### src/rtl/l3_req_arbiter_if.sv
// Request/response bundle between four requesters, the shared L3 datapath
// and the arbiter. The arbiter connects through the slave modport. The
// requesters and the datapath model connect through the master modport.
interface l3_req_arbiter_if;
   logic [3:0]   req;
   logic [127:0] req_data;
   logic [3:0]   gnt;
   logic [31:0]  l3_bus_out;
   logic [31:0]  l3_cache_in;
   logic         rsp_valid;
   logic [1:0]   rsp_id;
   logic [31:0]  rsp_data;
   logic         busy;

   modport master (
      output req, req_data, l3_cache_in,
      input  gnt, l3_bus_out, rsp_valid, rsp_id, rsp_data, busy
   );

   modport slave (
      input  req, req_data, l3_cache_in,
      output gnt, l3_bus_out, rsp_valid, rsp_id, rsp_data, busy
   );
endinterface

### src/rtl/l3_req_arbiter.sv
// Round-robin arbiter for four requesters sharing one fixed-latency L3
// datapath. Only one transaction is in flight at a time:
//    IDLE/RESP -> ISSUE (1 cycle) -> WAIT (LAT cycles) -> RESP (1 cycle)
// Every output comes straight from a register.
module l3_req_arbiter #(
   parameter int LAT = 4          // issue cycle to result capture edge, 1..15
) (
   input  logic            clk,
   input  logic            rst_n,
   l3_req_arbiter_if.slave bus
);

   typedef enum logic [1:0] {IDLE, ISSUE, WAIT, RESP} state_t;

   state_t      state_reg, state_next;
   logic [3:0]  cnt_reg, cnt_next;
   logic [1:0]  last_reg;
   logic [1:0]  sel_idx;
   logic [1:0]  cand;
   logic        sel_found;
   logic        issue_next;
   logic        capture;
   logic [31:0] word_arr [4];

   logic [3:0]  gnt_reg;
   logic [31:0] bus_reg;
   logic        rsp_valid_reg;
   logic [1:0]  rsp_id_reg;
   logic [31:0] rsp_data_reg;
   logic        busy_reg;

   // Split the packed request bus into one word per requester.
   genvar gi;
   generate
      for (gi = 0; gi < 4; gi++) begin : g_word
         assign word_arr[gi] = bus.req_data[32*gi +: 32];
      end
   endgenerate

   // Round-robin pick. Scan last+1, last+2, last+3, last and keep the first active request.
   always_comb begin
      sel_found = 1'b0;
      sel_idx   = last_reg;
      cand      = '0;
      for (int k = 1; k <= 4; k++) begin
         cand = last_reg + 2'(k);
         if (!sel_found && bus.req[cand]) begin
            sel_found = 1'b1;
            sel_idx   = cand;
         end
      end
   end

   // Next-state and wait-counter logic. Requests are looked at only in IDLE and RESP.
   always_comb begin
      state_next = state_reg;
      cnt_next   = cnt_reg;
      case (state_reg)
         IDLE, RESP: state_next = sel_found ? ISSUE : IDLE;
         ISSUE: begin
            state_next = WAIT;
            cnt_next   = 4'(LAT - 1);
         end
         WAIT: begin
            if (cnt_reg == 4'd0) state_next = RESP;
            else                 cnt_next   = cnt_reg - 4'd1;
         end
         default: state_next = IDLE;
      endcase
   end

   assign issue_next = (state_next == ISSUE);
   assign capture    = (state_reg == WAIT) && (cnt_reg == 4'd0);

   // State register and wait counter.
   always_ff @(posedge clk or negedge rst_n) begin
      if (!rst_n) begin
         state_reg <= IDLE;
         cnt_reg   <= 4'd0;
      end else begin
         state_reg <= state_next;
         cnt_reg   <= cnt_next;
      end
   end

   // Registered outputs. Grant and bus word are set on the edge that enters
   // ISSUE, so they are high only for the ISSUE cycle. last_reg starts at 3
   // after reset, which gives requester 0 first priority.
   always_ff @(posedge clk or negedge rst_n) begin
      if (!rst_n) begin
         gnt_reg       <= 4'b0000;
         bus_reg       <= 32'h0;
         last_reg      <= 2'd3;
         rsp_valid_reg <= 1'b0;
         rsp_id_reg    <= 2'd0;
         rsp_data_reg  <= 32'h0;
         busy_reg      <= 1'b0;
      end else begin
         gnt_reg       <= issue_next ? (4'b0001 << sel_idx) : 4'b0000;
         bus_reg       <= issue_next ? word_arr[sel_idx] : 32'h0;
         if (issue_next) last_reg <= sel_idx;
         rsp_valid_reg <= capture;
         if (capture) begin
            rsp_data_reg <= bus.l3_cache_in;
            rsp_id_reg   <= last_reg;
         end
         busy_reg      <= (state_next != IDLE);
      end
   end

   assign bus.gnt        = gnt_reg;
   assign bus.l3_bus_out = bus_reg;
   assign bus.rsp_valid  = rsp_valid_reg;
   assign bus.rsp_id     = rsp_id_reg;
   assign bus.rsp_data   = rsp_data_reg;
   assign bus.busy       = busy_reg;

endmodule

### src/flat_wrapper.sv
// flat-port wrapper written by rule: the top's interface ports become plain ports
module l3_req_arbiter_flat 
#(
   parameter int LAT = 4                                                      
)
  (clk, rst_n, bus_req, bus_req_data, bus_l3_cache_in, bus_gnt, bus_l3_bus_out, bus_rsp_valid, bus_rsp_id, bus_rsp_data, bus_busy);
  l3_req_arbiter_if bus_i ();
  input  logic clk;
  input  logic rst_n;
  input wire logic [$bits(bus_i.req)-1:0] bus_req;
  input wire logic [$bits(bus_i.req_data)-1:0] bus_req_data;
  input wire logic [$bits(bus_i.l3_cache_in)-1:0] bus_l3_cache_in;
  output wire logic [$bits(bus_i.gnt)-1:0] bus_gnt;
  output wire logic [$bits(bus_i.l3_bus_out)-1:0] bus_l3_bus_out;
  output wire logic [$bits(bus_i.rsp_valid)-1:0] bus_rsp_valid;
  output wire logic [$bits(bus_i.rsp_id)-1:0] bus_rsp_id;
  output wire logic [$bits(bus_i.rsp_data)-1:0] bus_rsp_data;
  output wire logic [$bits(bus_i.busy)-1:0] bus_busy;
  assign bus_i.req = bus_req;
  assign bus_i.req_data = bus_req_data;
  assign bus_i.l3_cache_in = bus_l3_cache_in;
  assign bus_gnt = bus_i.gnt;
  assign bus_l3_bus_out = bus_i.l3_bus_out;
  assign bus_rsp_valid = bus_i.rsp_valid;
  assign bus_rsp_id = bus_i.rsp_id;
  assign bus_rsp_data = bus_i.rsp_data;
  assign bus_busy = bus_i.busy;
  l3_req_arbiter #(.LAT(LAT)) u_core (.clk(clk), .rst_n(rst_n), .bus(bus_i));
endmodule
### config.mk
export PLATFORM = sky130hd
export DESIGN_NAME = l3_req_arbiter_flat
export DESIGN_NICKNAME = d
export VERILOG_FILES = /design/src/rtl/l3_req_arbiter_if.sv /design/src/rtl/l3_req_arbiter.sv /design/src/flat_wrapper.sv
export SDC_FILE = /design/constraint.sdc
export NUM_CORES = 1
export LEC_CHECK = 0
export CORE_AREA = 2 2 102 104
export CTS_BUF_LIST = sky130_fd_sc_hd__clkbuf_4 sky130_fd_sc_hd__clkbuf_8
export DETAILED_ROUTE_END_ITERATION = 12
export DIE_AREA = 0 0 104 106
export GPL_ROUTABILITY_DRIVEN = 0
export PLACE_DENSITY = 0.81
export SYNTH_ARGS = -nofsm -noshare
export SYNTH_HDL_FRONTEND = slang
export SYNTH_SLANG_ARGS = --single-unit
### constraint.sdc
create_clock -name clk -period 2.35 [get_ports clk]
set_input_delay 0.47 -clock clk [delete_from_list [all_inputs] [get_ports clk]]
set_output_delay 0.47 -clock clk [all_outputs]
set_load 0.02 [all_outputs]
==> summary.md <==
| Metric | Value |
|---|---|
| Outcome | `finished, final reports clean` |
| Final instance area | `0.006519 mm^2` |
| Post-Route WL | `roughly 11 mm` |
| Syn nets | `448` |
| Post-synthesis sequential area ratio | `0.5445` |
| Antenna Cells | `0` |
| Starting DRT DRC Count | `70` |
| WP depth | `7` |
| Syn Std Cell Area | `around 0.0037 mm^2` |
| Initial Util | `0.3681` |
| Number of global-route vias before repair | `about 3400` |
| Minimum clock period | `1.938 ns` |
| Top_reg_cell synth | `dfrtp_1` |
| Worst Path Arrival | `2.16 ns` |
| Worst Path Required | `about 2.6 ns` |
| Detailed-route via count | `3179` |
| Worst Max-Slew Pin Slew | `about 0.47 ns` |
| Die X | `104 um` |
| Crit path max fanout | `17` |
| TritonCTS clock tree | `done` |
| Area of the multi-input gates | `0.001523 mm^2` |
| Yosys top cell by area | `dfrtp_1` |
| CP max stage cell | `clkdlybuf4s50_1` |
| Critical Path, Cell by Cell | `clkdlybuf4s50_1, mux2i_1, a221oi_4, buf_12, buf_12, mux2i_1, o22ai_1` |
| Root Driver | `clkbuf_8` |
| RSZ-0062 raised after global routing | `false` |
| Largest net degree at the start of global routing | `between 40 and 50` |
| Largest delay share family, worst path | `buffers and inverters` |
| Met2 GRT Util | `0.3618` |
| Commonest non-fill, non-tap cell in the layout | `clkdlybuf4s50_1` |
| Worst-case clock buffer depth | `2` |
| Syn_area_per_cell | `13.19 um^2` |
| Worst vdd ir | `~0.00046 V` |
| Fraction of layout cells with a size suffix above 1 | `0.1298` |
| Resize count post-CTS | `0` |
| Global-route wire length before repair | `16.93 mm` |
| Gate count after technology mapping | `279` |
| M3 GR Usage | `0.07909` |
| Post-CTS Setup Inserts | `0` |
| H-tree levels | `3` |
| DP Area | `about 0.0063 mm^2` |
| Die area | `approximately 0.011 mm^2` |
| Final setup fails | `0` |
| Final Hold Viols | `0` |
| Worst reg2reg path startpoint | `u_core.cnt_reg[1]` |
| Post-synth cell types | `30` |
| Worst setup EP type | `flop` |
| Vias/cell | `4.817` |
| Yosys warnings | `0` |
| Initial antenna violation count | `0` |
| Final Net Count | `688` |
| Max Slew Vio Count | `0` |
| Post-DP HPWL | `between 8 and 9 mm` |
| Max-Cap Viols | `0` |
| Core footprint | `0.01000 mm^2` |
| Clock latency on the worst-skew pair | `around 0.35 ns` |
| Post-synth top area share | `0.5303` |
| DRC violation count after routing | `0` |
| Leak pwr | `between 2 and 3 nW` |
| Layout overhead on the synthesized area | `77.09%` |
| CP bufs+invs | `3` |
| Met1 usage | `0.2029` |
| CP max stage delay | `0.55 ns` |
| FF/Latch Area | `approximately 0.002 mm^2` |
| Hold-fix buffers, CTS | `0` |
| P per Cell Area | `roughly 1200 mW/mm^2` |
| Commonest cells after routing, fill and taps aside | `236 x clkdlybuf4s50_1, 78 x dfrtp_1, 66 x mux2i_1` |
| I/O Buffers | `237` |
| Crit. Startpoint | `bus_req[0]` |
| DRT antenna net count | `0` |
| Die Ht | `about 110 um` |
| Post-synth ARST share | `1.000` |
| Row cnt | `37` |
| All-Layer GR Usage | `0.1949` |
| Mean routed wirelength per cell | `16.21 um` |
| I/O pin count | `238` |
| Headroom to the max-slew limit | `0.6854` |
| GR Overflow Total | `0` |
| Total Neg Setup Slack | `0 ns` |
| Crit start category | `input pin` |
| Crit Path Category | `input pin to flop` |
| Post-synth EDFFs | `0` |
| Crit share post-route | `0.8246` |
| Top cells by area, synth | `dfrtp_1 53%, mux2i_1 18%, mux2_2 10%` |
| CTS buffer count | `9` |
| Top Usage Layer GRT | `met2` |
| Skew final | `0.01458 ns` |
| Clock transition at path regs | `0.09 ns` |
| Clock sink count | `80` |
| Filler cells | `792` |
| Drt first pass iters | `4` |
| Flops & latches, synth | `80` |
| Worst Reg2Reg Path Length in Cells | `7` |
| Fmax | `516.0 MHz` |
| Min-delay worst type | `input pin to async pin` |
## cells by family (layout without fill, tap and decap cells)
kind of cell | Yosys count | count (layout) | synth area share
AOI/OAI and AO/OA | 45 | 45 | 0.08396
adders and majority gates | 3 | 3 | 0.01020
buffers and inverters | 25 | 270 | 0.04181
DFF | 80 | 80 | 0.5445
muxes | 100 | 100 | 0.2835
and+or+nand+nor | 26 | 26 | 0.03603
## layer usage
metal | vias up | wire [um]
met5 | - | 0
met4 | 0 | 178
met3 | 16 | 1059
met2 | 164 | 5528
met1 | 1499 | 3930
li1 | 1500 | -
## report_power, final
part | switching (W) | internal (W) | total (W)
Combinational | 0.00207 | 0.00224 | 0.00431
Clock | 0.000553 | 0.000619 | 0.00117
Sequential | 0.000255 | 0.00199 | 0.00225
Total | 0.00287 | 0.00485 | 0.00773
## synth_stat cells, types with 2 or more instances
cell type,number
buf_4,5
buf_6,2
nand2b_1,2
o22ai_1,32
nor2b_1,2
nor3b_1,2
buf_2,12
o21ai_0,5
nand2_1,8
or3_1,3
dfrtp_1,78
nor2_1,6
dfstp_2,2
ha_1,3
mux2i_1,66
mux2_2,34
inv_1,4
## area by class of cell
class / instances / area share
Clock buffer: 9 / 0.01900
Clock inverter: 7 / 0.01631
Inverter: 5 / 0.002879
Multi-Input combinational cell: 174 / 0.2336
Sequential cell: 80 / 0.3075
Tap cell: 136 / 0.02610
Timing Repair Buffer: 249 / 0.3946
## final timing paths
| kind | to | slack (ns) |
|---|---|---|
| max | u_core.bus.l3_bus_out[19] | 0.41 |
| min | u_core.bus.rsp_data[1] | 0.07 |
| max reg2reg | u_core.bus.rsp_data[25] | 0.43 |
| min reg2reg | u_core.cnt_reg[3] | 0.51 |
| max in group asynchronous | u_core.bus.rsp_data[16] | 1.67 |
| min in group clk | u_core.cnt_reg[3] | 0.51 |
## stage by stage
stage	util	setup WS (ns)	cells	hold slack, ns	power (W)
floorplan	-	0.3804	279	0.1744	0.004673
global placement	0.6289	0.1624	644	0.4524	0.006518
detailed placement	0.6289	0.08496	644	0.4590	0.006625
CTS	0.6519	0.4249	660	0.07489	0.007820
global route	0.6519	0.3460	660	0.09413	0.008159
finish	0.6519	0.4122	660	0.07260	0.007728
## worst reg2reg max path, stage by stage (launching register included)
cell     delay, ns
dfrtp_1       0.39
inv_1         0.12
ha_1          0.19
nor3b_1       0.18
buf_4         0.16
and2_1        0.17
buf_12        0.22
mux2_2        0.38
Note: power is estimated with default switching activity, not from simulation.
